--- config.mk ---
export PLATFORM = sky130hd
export DESIGN_NAME = load_scoreboard
export DESIGN_NICKNAME = d
export VERILOG_FILES = /design/src/rtl/load_scoreboard.sv
export SDC_FILE = /design/constraint.sdc
export NUM_CORES = 1
export LEC_CHECK = 0
export CAP_MARGIN = 15
export CORE_MARGIN = 3
export CORE_UTILIZATION = 27
export CTS_BUF_LIST = sky130_fd_sc_hd__clkbuf_16
export CTS_CLUSTER_DIAMETER = 200
export DETAILED_ROUTE_END_ITERATION = 16
export REMOVE_ABC_BUFFERS = 1
export SLEW_MARGIN = 10
export SYNTH_ARGS = -nofsm -noshare
export SYNTH_HDL_FRONTEND = slang
export SYNTH_SLANG_ARGS = --single-unit
--- constraint.sdc ---
create_clock -name clk -period 8.85 [get_ports clk]
set_clock_uncertainty 0.2 [all_clocks]
set_input_delay 1.3275 -clock clk [delete_from_list [all_inputs] [get_ports clk]]
set_output_delay 1.3275 -clock clk [all_outputs]
set_load 0.01 [all_outputs]
--- src/rtl/load_scoreboard.sv ---
// -----------------------------------------------------------------------------
// load_scoreboard
// Decode-stage scoreboard and stall controller for a variable-latency data
// memory. It keeps one busy bit per architectural register with a load in
// flight. It stalls the instruction in ID on a RAW or WAW hazard against those
// registers, or when the outstanding-load budget is already used up. It drives
// the bubble controls into IF and ID.
//
// Ports
//   clk           in   rising-edge clock
//   rst           in   synchronous reset, active low
//   id_valid      in   ID holds a valid instruction
//   id_rs1/rs2    in   ID source registers
//   id_use_rs1/2  in   instruction reads rs1 / rs2
//   id_rd         in   ID destination register
//   id_regwrite   in   instruction writes rd
//   id_memread    in   instruction is a load
//   ld_done       in   load data returns this cycle (forwardable this cycle)
//   ld_rd         in   destination register of the returning load
//   pcwrite       out  1 = PC may advance
//   ifidwrite     out  1 = IF/ID register may load
//   clearcontrol  out  1 = zero ID control signals (bubble)
//   outst_cnt     out  number of loads in flight
//   stall_cycles  out  saturating count of stalled cycles
//   err_spurious  out  sticky: ld_done arrived for a register that was not busy
// -----------------------------------------------------------------------------
module load_scoreboard #(
  parameter int NUM_REGS  = 32,
  parameter int MAX_OUTST = 4,
  parameter int CNT_WIDTH = 16
) (
  input  logic                 clk,
  input  logic                 rst,
  input  logic                 id_valid,
  input  logic [4:0]           id_rs1,
  input  logic [4:0]           id_rs2,
  input  logic                 id_use_rs1,
  input  logic                 id_use_rs2,
  input  logic [4:0]           id_rd,
  input  logic                 id_regwrite,
  input  logic                 id_memread,
  input  logic                 ld_done,
  input  logic [4:0]           ld_rd,
  output logic                 pcwrite,
  output logic                 ifidwrite,
  output logic                 clearcontrol,
  output logic [2:0]           outst_cnt,
  output logic [CNT_WIDTH-1:0] stall_cycles,
  output logic                 err_spurious
);

  localparam logic [2:0] MAX_CNT = 3'(MAX_OUTST);

  // State
  logic [NUM_REGS-1:0]  r_busy;
  logic [2:0]           r_outst_cnt;
  logic [CNT_WIDTH-1:0] r_stall_cycles;
  logic                 r_err_spurious;

  // Combinational decode
  logic [NUM_REGS-1:0]  w_ebusy;
  logic                 w_valid_retire;
  logic [2:0]           w_cnt_after_retire;
  logic                 w_raw;
  logic                 w_waw;
  logic                 w_full;
  logic                 w_stall;
  logic                 w_issue;

  // Next state
  logic [NUM_REGS-1:0]  w_busy_nxt;
  logic [2:0]           w_cnt_nxt;
  logic [CNT_WIDTH-1:0] w_stall_cycles_nxt;
  logic                 w_err_nxt;

  // Effective busy: a load returning this cycle is forwarded, so its
  // dependents see the register as free right away. x0 is never busy.
  always_comb begin
    w_ebusy = r_busy;
    if (ld_done) begin
      w_ebusy[ld_rd] = 1'b0;
    end else begin
      w_ebusy = r_busy;
    end
    w_ebusy[0] = 1'b0;
  end

  // Hazard detection and issue qualification
  always_comb begin
    w_valid_retire     = ld_done & r_busy[ld_rd] & (ld_rd != 5'd0);
    // A retirement in the same cycle frees one budget slot for the load in ID.
    w_cnt_after_retire = r_outst_cnt - {2'b00, w_valid_retire};
    w_raw   = (id_use_rs1 & w_ebusy[id_rs1]) | (id_use_rs2 & w_ebusy[id_rs2]);
    w_waw   = id_regwrite & w_ebusy[id_rd];
    w_full  = id_memread & (w_cnt_after_retire == MAX_CNT);
    w_stall = id_valid & (w_raw | w_waw | w_full);
    w_issue = id_valid & ~w_stall & id_memread & id_regwrite & (id_rd != 5'd0);
  end

  // Next-state computation for busy bits, budget counter, stall counter, error
  always_comb begin
    w_busy_nxt = r_busy;
    if (w_valid_retire) begin
      w_busy_nxt[ld_rd] = 1'b0;
    end else begin
      w_busy_nxt = r_busy;
    end
    // Applied after the clear so a same-register issue/retire keeps the bit set.
    if (w_issue) begin
      w_busy_nxt[id_rd] = 1'b1;
    end else begin
      w_busy_nxt[0] = 1'b0;
    end
    w_busy_nxt[0] = 1'b0;

    // Clamped so a corrupted input history can never wrap the counter.
    case ({w_issue, w_valid_retire})
      2'b10: begin
        if (r_outst_cnt != MAX_CNT) begin
          w_cnt_nxt = r_outst_cnt + 3'd1;
        end else begin
          w_cnt_nxt = r_outst_cnt;
        end
      end
      2'b01: begin
        if (r_outst_cnt != 3'd0) begin
          w_cnt_nxt = r_outst_cnt - 3'd1;
        end else begin
          w_cnt_nxt = r_outst_cnt;
        end
      end
      default: w_cnt_nxt = r_outst_cnt;
    endcase

    if (w_stall && (r_stall_cycles != {CNT_WIDTH{1'b1}})) begin
      w_stall_cycles_nxt = r_stall_cycles + CNT_WIDTH'(1);
    end else begin
      w_stall_cycles_nxt = r_stall_cycles;
    end

    if (ld_done && !w_valid_retire) begin
      w_err_nxt = 1'b1;
    end else begin
      w_err_nxt = r_err_spurious;
    end
  end

  // State registers with synchronous active-low reset
  always_ff @(posedge clk) begin
    if (!rst) begin
      r_busy         <= {NUM_REGS{1'b0}};
      r_outst_cnt    <= 3'd0;
      r_stall_cycles <= {CNT_WIDTH{1'b0}};
      r_err_spurious <= 1'b0;
    end else begin
      r_busy         <= w_busy_nxt;
      r_outst_cnt    <= w_cnt_nxt;
      r_stall_cycles <= w_stall_cycles_nxt;
      r_err_spurious <= w_err_nxt;
    end
  end

  // Bubble controls are combinational so the stall takes effect this cycle.
  always_comb begin
    pcwrite      = ~w_stall;
    ifidwrite    = ~w_stall;
    clearcontrol = w_stall;
    outst_cnt    = r_outst_cnt;
    stall_cycles = r_stall_cycles;
    err_spurious = r_err_spurious;
  end

endmodule

[Word level (Yosys, flattened, before mapping)]
Cells that the tools add are included.
W data, S select, Z words.
Cells by class
  add/sub/neg operators: 4
  $mul: 0
  div/mod/pow operators: 0
  $lt $le $gt $ge: 6
  equality and inequality tests: 7
  shift-type cells: 0
  muxes and demuxes: 18
  bitwise gates (word level): 18
  reduce and logical (&&, ||, !) cells: 10
Operators with widths (number)
  $mux W32: 2
  $and A32 B32 Y32: 1
  $not A32 Y32: 1
  $or A32 B32 Y32: 1
  $mux W31: 1
  $lt A5 B6 Y1 const B: 4
  $bmux W1 S5: 4
  $add A16 B1 Y16 const B: 1
  $ne A16 B16 Y1 const B: 1
  $and A1 B1 Y1: 11
  $demux W1 S5: 2
  $ge A5 B1 Y1 const B: 2
  $reduce_bool A5 Y1: 2
  $mux W1: 6
  $mux W3: 2
  $pmux W3 S2: 1
  $logic_and A1 B1 Y1: 4
  $ne A2 B2 Y1 const B: 2
  $add A3 B1 Y3 const B: 1
  $eq A3 B3 Y1 const B: 1
  $ne A3 B3 Y1 const B: 1
  $or A1 B1 Y1: 3
  $reduce_and A3 Y1: 1
  $reduce_bool A3 Y1: 1
  other kinds (7): 7
Storage, ports and cells
  register bits: 52
  latch bits: 0
  bits in writable memories: 0
  memory bits (read-only): 0
  bits of input ports: 28
  output and inout bits: 23
  logic and storage cells: 68
  memories kept: 0

[Longest topological paths before layout]
  depth in word-level cells: 22
  depth in mapped cells: 22

[Worst setup path after synthesis]
No wires, ideal clock.
  path type: input to output
  start: input ld_rd[0]
  end: output pcwrite
  arrival: 4.556 ns
  required time: 7.323 ns
  setup slack: 2.766 ns
  stages on the path: 13
  path buffers: 3
  cell sequence: buf_2 -> buf_1 -> mux4_2 -> mux4_2 -> mux2i_1 -> nor2_1 -> ha_1 -> xnor2_1 -> nor3_1 -> a31oi_1 -> nand4_2 -> o21ai_0 -> buf_4
Between the ends
  word-level cells in the longest chain between the ends: 15
RTL lines
  start, declared: line 43  | input logic [4:0] ld_rd,
  $lt A5 B6 Y1 (implied by the code) or $ge A5 B1 Y1 (tied branches): line 81  | w_ebusy[ld_rd] = 1'b0;
  $logic_and A1 B1 Y1 (implied by the code): line 81
  $mux W1 (implied by the code): line 81
  $demux W1 S5: line 81
  $not A32 Y32 (no line)
  $and A32 B32 Y32 (no line)
  $mux W32: line 80  | if (ld_done) begin
  $bmux W1 S5: line 93  | w_raw = (id_use_rs1 & w_ebusy[id_rs1]) | (id_use_rs2 & w_ebusy[id_rs2]);
  $mux W1 (implied by the code): line 93
  $and A1 B1 Y1: line 93
  $or A1 B1 Y1: line 93
  $or A1 B1 Y1: line 96  | w_stall = id_valid & (w_raw | w_waw | w_full);
  $or A1 B1 Y1 *: line 96
  $and A1 B1 Y1 *: line 96
  $not A1 Y1 *
  end, declared: line 44  | output logic pcwrite,
Every way passes the cells marked *; elsewhere a longest branch is shown, timed or not. The select of a mux whose other input is x is not followed.

[Worst setup path in the final report]
  start: input ld_rd[0]
  end: output ifidwrite
Between the ends
  word-level cells in the longest chain between the ends: 15
RTL lines
  $lt A5 B6 Y1 (implied by the code) or $ge A5 B1 Y1 (tied branches): line 81
  $logic_and A1 B1 Y1 (implied by the code): line 81
  $mux W1 (implied by the code): line 81
  $demux W1 S5: line 81
  $not A32 Y32 (no line)
  $and A32 B32 Y32 (no line)
  $mux W32: line 80
  $bmux W1 S5: line 93
  $mux W1 (implied by the code): line 93
  $and A1 B1 Y1: line 93
  $or A1 B1 Y1: line 93
  $or A1 B1 Y1: line 96
  $or A1 B1 Y1 *: line 96
  $and A1 B1 Y1 *: line 96
  $not A1 Y1 *: line 166  | ifidwrite = ~w_stall;
  end, declared: line 45  | output logic ifidwrite,
Marked as above.

==> implementation parameters <==
Parameter                              Value

Setup path
  Data arrival, critical path    5.82 ns
  Combined buffer and inverter count along the critical path    2
  Kind of start point of the critical path    primary input
  Kind of cell with the highest combined delay on the critical path    buffers and inverters
  Critical Path Slowest Stage Cell    clkdlybuf4s50_1
  Crit. End Element    output port
  Crit path kind    primary input to output port
  Cell Chain, Critical Path    clkdlybuf4s50_1, nand2b_1, o21a_1, mux4_2, o2111a_1, o41ai_2, nand4_2, o21ai_0, clkdlybuf4s50_1
  Slowest Stage Delay on Critical Path    1.16 ns
  Most frequent CP cell    clkdlybuf4s50_1
  CP max FO    22
  Required time worst endpoint    7.32 ns

Pwr
  Power per standard cell area    between 100 and 150 nW/um^2
  NetSw    approximately 0.15 mW
  Clock share of power    39.6%
  Internal    0.399 mW
  Reported leakage power    1.48 nW
  Share of power burned in combinational logic    18.3%
  Flop pwr share    42.1%
  Peak supply drop    roughly 0.093 mV
  Switching share of power    27.8%
  Tot Pwr    0.553 mW

Global routing
  Largest net degree at the start of global routing    31
  Gr usage total    17.5%
  Wire length of the first global-routing pass    22800 um
  Met1 track demand over resource in global routing    24.8%
  Number of global-route vias before repair    ~4000
  Initial antenna violation count    1
  Global route total overflow    0
  Met2 Resource Use GR    about a quarter
  Highest-utilization routing layer at the global route stage    met2
  M3 GR Usage    4.92%

Synth
  Multiplexer fraction of the synthesized cell area    13.3%
  Mean cell area of the mapped netlist    8.41 um^2
  Post-Synth XOR/XNOR Area    under 10%
  Fraction of the mapped netlist area in compound gates    28.1%
  Area of the mapped netlist    4010 um^2
  Adder-cell share of the synthesized area    1.75%
  FFs w/ async S/R, synth    0%
  Synth warn    0
  Simple-gate portion of the synthesized area    a little under a quarter
  Top_reg_cell synth    dfxtp_1
  Number of flops mapped to enable cells by yosys    0
  Cell variety after synth    75
  Number of flip-flops and latches in the synthesized netlist    51
  Fraction of the yosys area taken by sequential cells    25.5%
  Count of mapped cells out of synthesis    477
  Dominant combinational cell family by area after synthesis    compound AO/OA/AOI/OAI gates

Layout
  Non-Filler Instances    679
  Synthesis-to-layout area growth    18.3%
  Post-route standard cell area excluding fillers    about 4700 um^2
  Count of antenna diodes in the layout    0
  Final net count    around 530
  Fill cell instance count of the final layout    roughly 1500
  Ratio of cells with drive above 1 in the final layout    10.0%

Clocking
  Buffers inserted by post-CTS timing repair    0
  Clock slew at the register clock pins of the worst setup and hold paths    0.07 ns
  TritonCTS clock tree    yes
  CTS Hold Bufs    0
  Worst skew pair latency    0.30 ns
  Max Buffers Root-to-Sink    2
  H-tree depth reported by CTS    2
  Number of sinks handled by clock tree synthesis    51
  Number of CTS-inserted buffers    5
  Clock root buffer    clkbuf_16
  Quantity of gates resized following cts    0

Timing
  Worst setup margin    1.50 ns
  Number of max-slew violations in the final report    0
  Achievable frequency    0.136 GHz
  Slew HR    30.0%
  Final hold violation count    0
  Post-route fraction of the period consumed by the critical path    roughly 83%
  Transition time of the tightest slew-check pin    about 1.0 ns
  Post-layout min period    7.35 ns
  Final total negative setup slack    0 ns
  Count of endpoints failing setup in the final report    0
  Unrepaired setup endpoints after global routing    false

Drt
  Via density per instance    6.32
  Detail-routed net length per standard cell    roughly 21 um
  Total Wirelength    14500 um
  1st-iter DRT viols    about 500
  Detailed Routing Iterations Pass 1    6
  Total number of vias    ~4300
  Number of DRC violations after detailed routing    0
  Remaining antenna violation count    0

Hold path
  Min-delay worst type    flop to flop

Die
  Standard-cell rows    43
  Initial core utilization    28.2%
  Core area    approximately 14000 um^2
  Number of primary I/O pins    51
  Die height    128 um
  Horizontal die dimension    128 um
  Die ar.    approximately 16000 um^2

Job
  Max-Cap Viols    0

Place
  Final estimated routing congestion in global placement    0.989
  Number of buffers added on ports    50
  Instance count after placement with tap cells included    approximately 670
  Pre-CTS setup slack    1.53 ns
  Final HPWL DP    10600 um
  Post-DP Area    4590 um^2

Status
  Result of the run    finished clean
## power by group through the flow
stage          Combinational (mW)  Sequential [mW]  Clock [mW]
6_report                    0.101            0.233       0.219
5_1_grt                     0.107            0.233       0.231
4_1_cts                    0.0986            0.233       0.223
3_5_place_dp               0.0978            0.238           0
3_3_place_gp               0.0973            0.238           0
2_1_floorplan              0.0435            0.238           0
## flip-flops by register name, summed over array words and instances (netlist names)
signal        cells
stall_cycles     16
outst_cnt         3
r_busy           31
err_spurious      1
## placed cells by master, fill, tap and decap left out, types with 3 or more instances in the layout
cell type        count
o22ai_1             14
nand2_1             36
a21oi_1             23
and3_1               8
buf_4                4
mux4_2              12
nor2b_1             11
o41ai_1              3
nand4bb_1            3
ha_1                 4
mux2i_1             15
o31ai_1              4
or3_1               11
o21a_1              16
mux2_2              10
dfxtp_1             51
nor2_1              22
o21ai_0             26
clkbuf_16            5
nand2b_1             7
nor3b_1              4
a32o_1              10
o211ai_1             5
xor2_1               4
o2111ai_1            8
nand4b_1             3
a31oi_1              3
nor4bb_1             3
nand3_1             24
xnor2_1              4
o311ai_0             5
nand4_1              9
o21ai_1              3
o21ai_2              7
clkdlybuf4s50_1     50
nor3_1               6
inv_1               18
nand3b_1             4
## layout make-up
class                      instances  area (um^2)  share of cell area, %
inverter                          17         63.8                   1.34
tap                              180          225                   4.74
sequential                        51         1020                   21.5
timing repair buffer              54          531                   11.2
clock inverter                     2         33.8                  0.712
clock buffer                       5          125                   2.64
multi-input combinational        370         2750                   57.9
## cell usage after synthesis, drive strengths merged (11+ instances only)
master | number | share of area (%)
a21oi | 24 | 3.1
o21a | 16 | 3.0
or3 | 11 | 1.7
nor2 | 22 | 2.1
buf | 19 | 2.6
nand3 | 24 | 3.0
dfxtp | 51 | 25
nand2 | 36 | 3.4
mux2i | 15 | 3.7
mux4 | 12 | 6.7
inv | 17 | 1.6
nor2b | 11 | 1.7
o22ai | 14 | 2.2
clkbuf | 20 | 1.9
o21ai | 36 | 5.1
## stage by stage
stage / utilization, % / hold WS [ns]
CTS: 33.4 / 0.284
finish: 33.4 / 0.284
floorplan: - / 0.266
detailed placement: 32.3 / 0.263
global route: 33.4 / 0.308
global placement: 32.3 / 0.274
## cells by family (layout without fill, tap and decap cells)
kind of cell	count (synthesis)	after routing
compound gates	153	153
xor+xnor	8	8
fa+ha+maj	5	5
buf+inv	56	78
flops	51	51
mux	37	37
simple gates	167	167
## path summary, 6_finish.rpt
kind / cells past startpoint / slack, ns / start / to
worst max-delay path: 9 / 1.50 / ld_rd[0] / ifidwrite
worst min-delay path: 2 / 0.28 / err_spurious / err_spurious
worst max register to register: 17 / 4.68 / r_busy[22] / outst_cnt[2]
worst min register to register: 2 / 0.28 / err_spurious / err_spurious
## metal layers
| layer | wire length (um) | up-vias |
|---|---|---|
| met2 | 6190 | 315 |
| met5 | 20 | - |
| met4 | 383 | 2 |
| li1 | - | 1896 |
| met3 | 1790 | 39 |
| met1 | 6090 | 2040 |
## worst min-delay path: stages (launching register included)
cell	delay, ns
dfxtp_1	0.34
a21oi_1	0.05
nor2_1	0.07
(Power assumes the default switching activity.)
==> edit 1: new RTL, same flow settings <==
Set the parameter `CNT_WIDTH` to 32 (it was 16).
--- a/src/rtl/load_scoreboard.sv
+++ b/src/rtl/load_scoreboard.sv
@@ -27,7 +27,7 @@
 module load_scoreboard #(
   parameter int NUM_REGS  = 32,
   parameter int MAX_OUTST = 4,
-  parameter int CNT_WIDTH = 16
+  parameter int CNT_WIDTH = 32
 ) (
   input  logic                 clk,
   input  logic                 rst,
Ports: changed (resized stall_cycles); port bits go from 51 to 67. No check against the original RTL was run, so the function may have changed too.
==> edit 1 against the original RTL <==
Clock power up 42%. Critical path depth up 6. Design area up 23%. Sequential cell count up 16. Area after synthesis up 21%. Via count up 19%. Count of clock-buffer cells in the layout up 4. Wire length up 15%. Setup slack better by 0.17 ns. Global-route usage down 0.95 points. Total power up 33%. Combinational power up 15%. Register-to-register slack worse by 1.0 ns. Highest routed layer unchanged.
==> edit 1: results (changes against the original RTL) <==
status: "complete, no violations"
place_congestion: 0.954  # -3.6%
tightestPinTransition_ns: 0.915  # -0.131 ns
synthTopCellsByArea: "dfxtp_1 28%, mux2i_1 5.8%, nand2_1 4.4%"
clk_pin_slew_ns: 0.05  # -0.02 ns
n_fill_cell: 1828  # +21%
drt_pass1_iterations: 5  # -1
cp_slowest_stage_delay_ns: 1.07  # -0.09 ns
first_global_vias: 4745  # +16%
cts_max_level: 3  # +1
cp_max_fo: 19  # -14%
ys_seq_area_share_pct: 27.7  # +2.2 points
synth_commonest_cells: "67 x dfxtp_1, 57 x nand2_1, 32 x nor2_1"
layout-drive-gt1-share_pct: 6.76  # -3.3 points
min_from: "err_spurious"
crit_arrival_ns: 5.65  # -0.17 ns
vias: 5111  # +19%
portBuffers: 66  # +32%
grt_max_degree: 63  # +100%
min_path_type: "reg2reg"
grt_pass1_wl_mm: 26.2  # +15%
cts_resized: 0  # unchanged
drt_iter0_drc: 658  # +31%
irDropWorstVdd_uv: 89.0  # -3.9%
clock_latency_ns: 0.34  # +0.04 ns
yosysUniqueCellTypes: 73  # -2.7%
wl_per_cell_um: 19.2  # -9.7%
synthArstFlopShare_pct: 0  # unchanged
p_leak_nw: 1.82  # +22%
yosysWarnings: 0  # unchanged
clockBufferDepth: 2  # unchanged
detailed_place_hpwl_mm: 11.6  # +10%
cts_buffers: 9  # +4
layout_setup_ws_ns: 1.67  # +0.172 ns
ys.flop_type: "dfxtp_1"
antenna_found_initial: 1  # unchanged
diodes: 0  # unchanged
root_buffer: "clkbuf_16"
drtAntennaViolNets: 0  # unchanged
nets: 665  # +25%
largest_reg_flops: 32  # +3.2%
p_int_uw: 526  # +32%
place_ws_ns: 1.57  # +0.0416 ns
postCtsSetupBuffers: 0  # unchanged
placed_area_mm2: 0.00558  # +22%
grt_usage_pct: 16.5  # -0.95 points
r2r_start: "r_busy[19]"
## edit 1: final cells by class
type / count / area share [%]
timing repair buffer: 69 / 11.6
clock buffer: 9 / 3.86
inverter: 18 / 1.16
sequential: 67 / 23.0
multi-input combinational: 467 / 55.1
tap: 225 / 4.83
clock inverter: 6 / 0.429
## edit 1: cells by family after synthesis
logic type,Yosys count,share of synthesized area [%]
compound gates,174,26.2
xor+xnor,3,0.542
fa+ha+maj,5,1.45
buf+inv,67,6.07
flops,67,27.7
mux,40,10.4
simple gates,245,27.6
## edit 1: metrics by stage
step	cells	hold WS [ns]	utilization [%]	power (mW)
6_report	861	0.274	33.5	0.735
5_1_grt	861	0.297	33.5	0.760
3_5_place_dp	846	0.269	32.1	0.426
4_1_cts	861	0.282	33.5	0.739
2_1_floorplan	552	0.294	-	0.367
3_3_place_gp	846	0.273	32.1	0.427
## edit 1: worst paths after layout
check	end	slack, ns	cells after the start
setup / recovery	clearcontrol	1.67	15
hold / removal	err_spurious	0.27	2
setup reg to reg	outst_cnt[2]	3.64	20
hold reg to reg	err_spurious	0.27	2
## edit 1: power by group through the flow
stage               Sequential, mW  Combinational [mW]  Clock (mW)
floorplan                    0.312              0.0546           0
global placement             0.312               0.115           0
detailed placement           0.312               0.114           0
CTS                          0.306               0.115       0.318
global route                 0.306               0.127       0.327
finish                       0.306               0.116       0.312
## edit 1: critical path, delay by kind of cell
kind	cells	cell delay, ns
AOI/OAI and AO/OA	4	0.97
adders and majority gates	1	0.21
buffers and inverters	4	1.81
xor gates and xnor gates	1	0.13
muxes	2	0.86
and+or+nand+nor	3	0.34
## edit 1: routing by layer
metal	vias to the layer above	GRT usage [%]	part of all wire [%]
met5	-	0	0.054
met4	2	5.46	2.4
met3	37	4.92	10
met2	282	24.2	43
met1	2417	23.2	44
li1	2373	-	-
==> edit 2: new RTL, config.mk and constraints unchanged <==
Made on the original files. Register the output `outst_cnt`, without a reset; this adds one clock of latency there. The other outputs are not delayed to match.
--- a/src/rtl/load_scoreboard.sv
+++ b/src/rtl/load_scoreboard.sv
@@ -50,6 +50,8 @@
 );
 
   localparam logic [2:0] MAX_CNT = 3'(MAX_OUTST);
+
+  logic [2:0] outst_cnt_d;
 
   // State
   logic [NUM_REGS-1:0]  r_busy;
@@ -165,10 +167,14 @@
     pcwrite      = ~w_stall;
     ifidwrite    = ~w_stall;
     clearcontrol = w_stall;
-    outst_cnt    = r_outst_cnt;
+    outst_cnt_d  = r_outst_cnt;
     stall_cycles = r_stall_cycles;
     err_spurious = r_err_spurious;
   end
 
+  always_ff @(posedge clk) begin
+    outst_cnt <= outst_cnt_d;
+  end
+
 endmodule
 
Behaviour: not the same (a bounded check fails within 4 cycles, from zero or initial values and one cycle with rst low).
==> edit 2 against the original RTL <==
Sequential cell count is 3 higher. Setup slack worse by 0.19 ns. Area after synthesis is 3.8% higher. Highest routed layer is now met4. Largest power group unchanged. First-iteration DRC count is 6.8% lower. Critical path type unchanged. Design area is 3.1% higher. Wire length is 1.6% lower. Total power is 4.6% higher.
==> edit 2: results (changes against the original RTL) <==
seq_share_pct: 22.1  # +0.59 points
crit_arrival_ns: 6.01  # +0.19 ns
via_per_inst: 6.14  # -2.9%
n_all_buffers: 52  # -3.7%
ys_seq_area_share_pct: 26.0  # +0.51 points
fp.dieArea_mm2: 0.0169  # +3.6%
yosysWarnings: 0  # unchanged
power_uw: 579  # +4.6%
p_per_area_mw_per_mm2: 118  # +1.5%
grt_pass1_wl_mm: 22.6  # -0.79%
place_ws_ns: 1.33  # -0.203 ns
switchingPower_uw: 159  # +3.1%
worstSetupStartpoint: "ld_rd[0]"
ys.flop_type: "dfxtp_1"
grt_max_degree: 41  # +32%
wl_mm: 14.2  # -1.6%
p_leak_nw: 1.58  # +6.3%
first_global_vias: 4255  # +4.3%
layout.non_clock_inverters: 19  # +2
min_from: "outst_cnt_d[1]"
yosysUniqueCellTypes: 73  # -2.7%
irDropWorstVdd_uv: 106  # +14%
synth-seq-cells: 54  # +5.9%
status: "complete, no violations"
worstHoldPathCells: 0  # -2
antenna_found_initial: 0  # -1
detailed_place_hpwl_mm: 10.1  # -3.9%
dp.cells: 699  # +4.0%
r2r_start: "r_busy[31]"
instances_no_fill: 707  # +4.1%
synthArstFlopShare_pct: 0  # unchanged
n_fill_cell: 1530  # +1.6%
clk_pin_slew_ns: 0.07  # about the same
drt_pass1_iterations: 5  # -1
slew_headroom_pct: 35.7  # +5.7 points
place_congestion: 0.934  # -5.6%
cp_max_fo: 23  # +4.5%
cp_slowest_stage_delay_ns: 1.10  # -0.06 ns
placed_area_mm2: 0.00473  # +3.0%
comb.multi_input.count: 390  # +5.4%
syn_area_per_cell_um2: 8.33  # -0.97%
layout-drive-gt1-share_pct: 9.37  # -0.65 points
clock_area_share_pct: 3.40  # +0.054 points
multi_input_area_mm2: 0.00283  # +2.9%
synth_commonest_cells: "54 x dfxtp_1, 47 x nand2_1, 34 x o21ai_0"
buf_share_pct: 10.5  # -0.64 points
largest_reg_flops: 31  # unchanged
root_buffer: "clkbuf_16"
postCtsSetupBuffers: 0  # unchanged
reg2regPathDepth: 18  # +1
drt_iter0_drc: 468  # -6.8%
grt_usage_pct: 16.6  # -0.84 points
seqPwrFrac_pct: 43.0  # +0.9 points
synthTopCellsByArea: "dfxtp_1 26%, mux2i_1 6.7%, mux4_2 6.5%"
regMostFlops: "r_busy"
nets: 555  # +4.3%
## edit 2: kinds of logic (layout without fill, tap and decap cells)
kind of cell,count (synthesis),after routing,share of synthesized area [%]
compound gates,145,145,23.6
xor+xnor,8,8,1.86
fa+ha+maj,5,5,1.68
buf+inv,56,79,6.13
flops,54,54,26.0
mux,54,54,17.0
simple gates,178,178,23.8
## edit 2: final timing paths
| check | to | slack (ns) |
|---|---|---|
| worst max register to register | outst_cnt_d[2] | 4.09 |
| worst max-delay path | ifidwrite | 1.31 |
| worst min register to register | outst_cnt[1] | 0.19 |
| worst min-delay path | outst_cnt[1] | 0.19 |
## edit 2: metal layers
layer | track usage (%) | wire length (um)
met1 | 23.0 | 6160
met3 | 5.03 | 1690
met4 | 3.73 | 239
met5 | 0 | 0
met2 | 25.5 | 6150
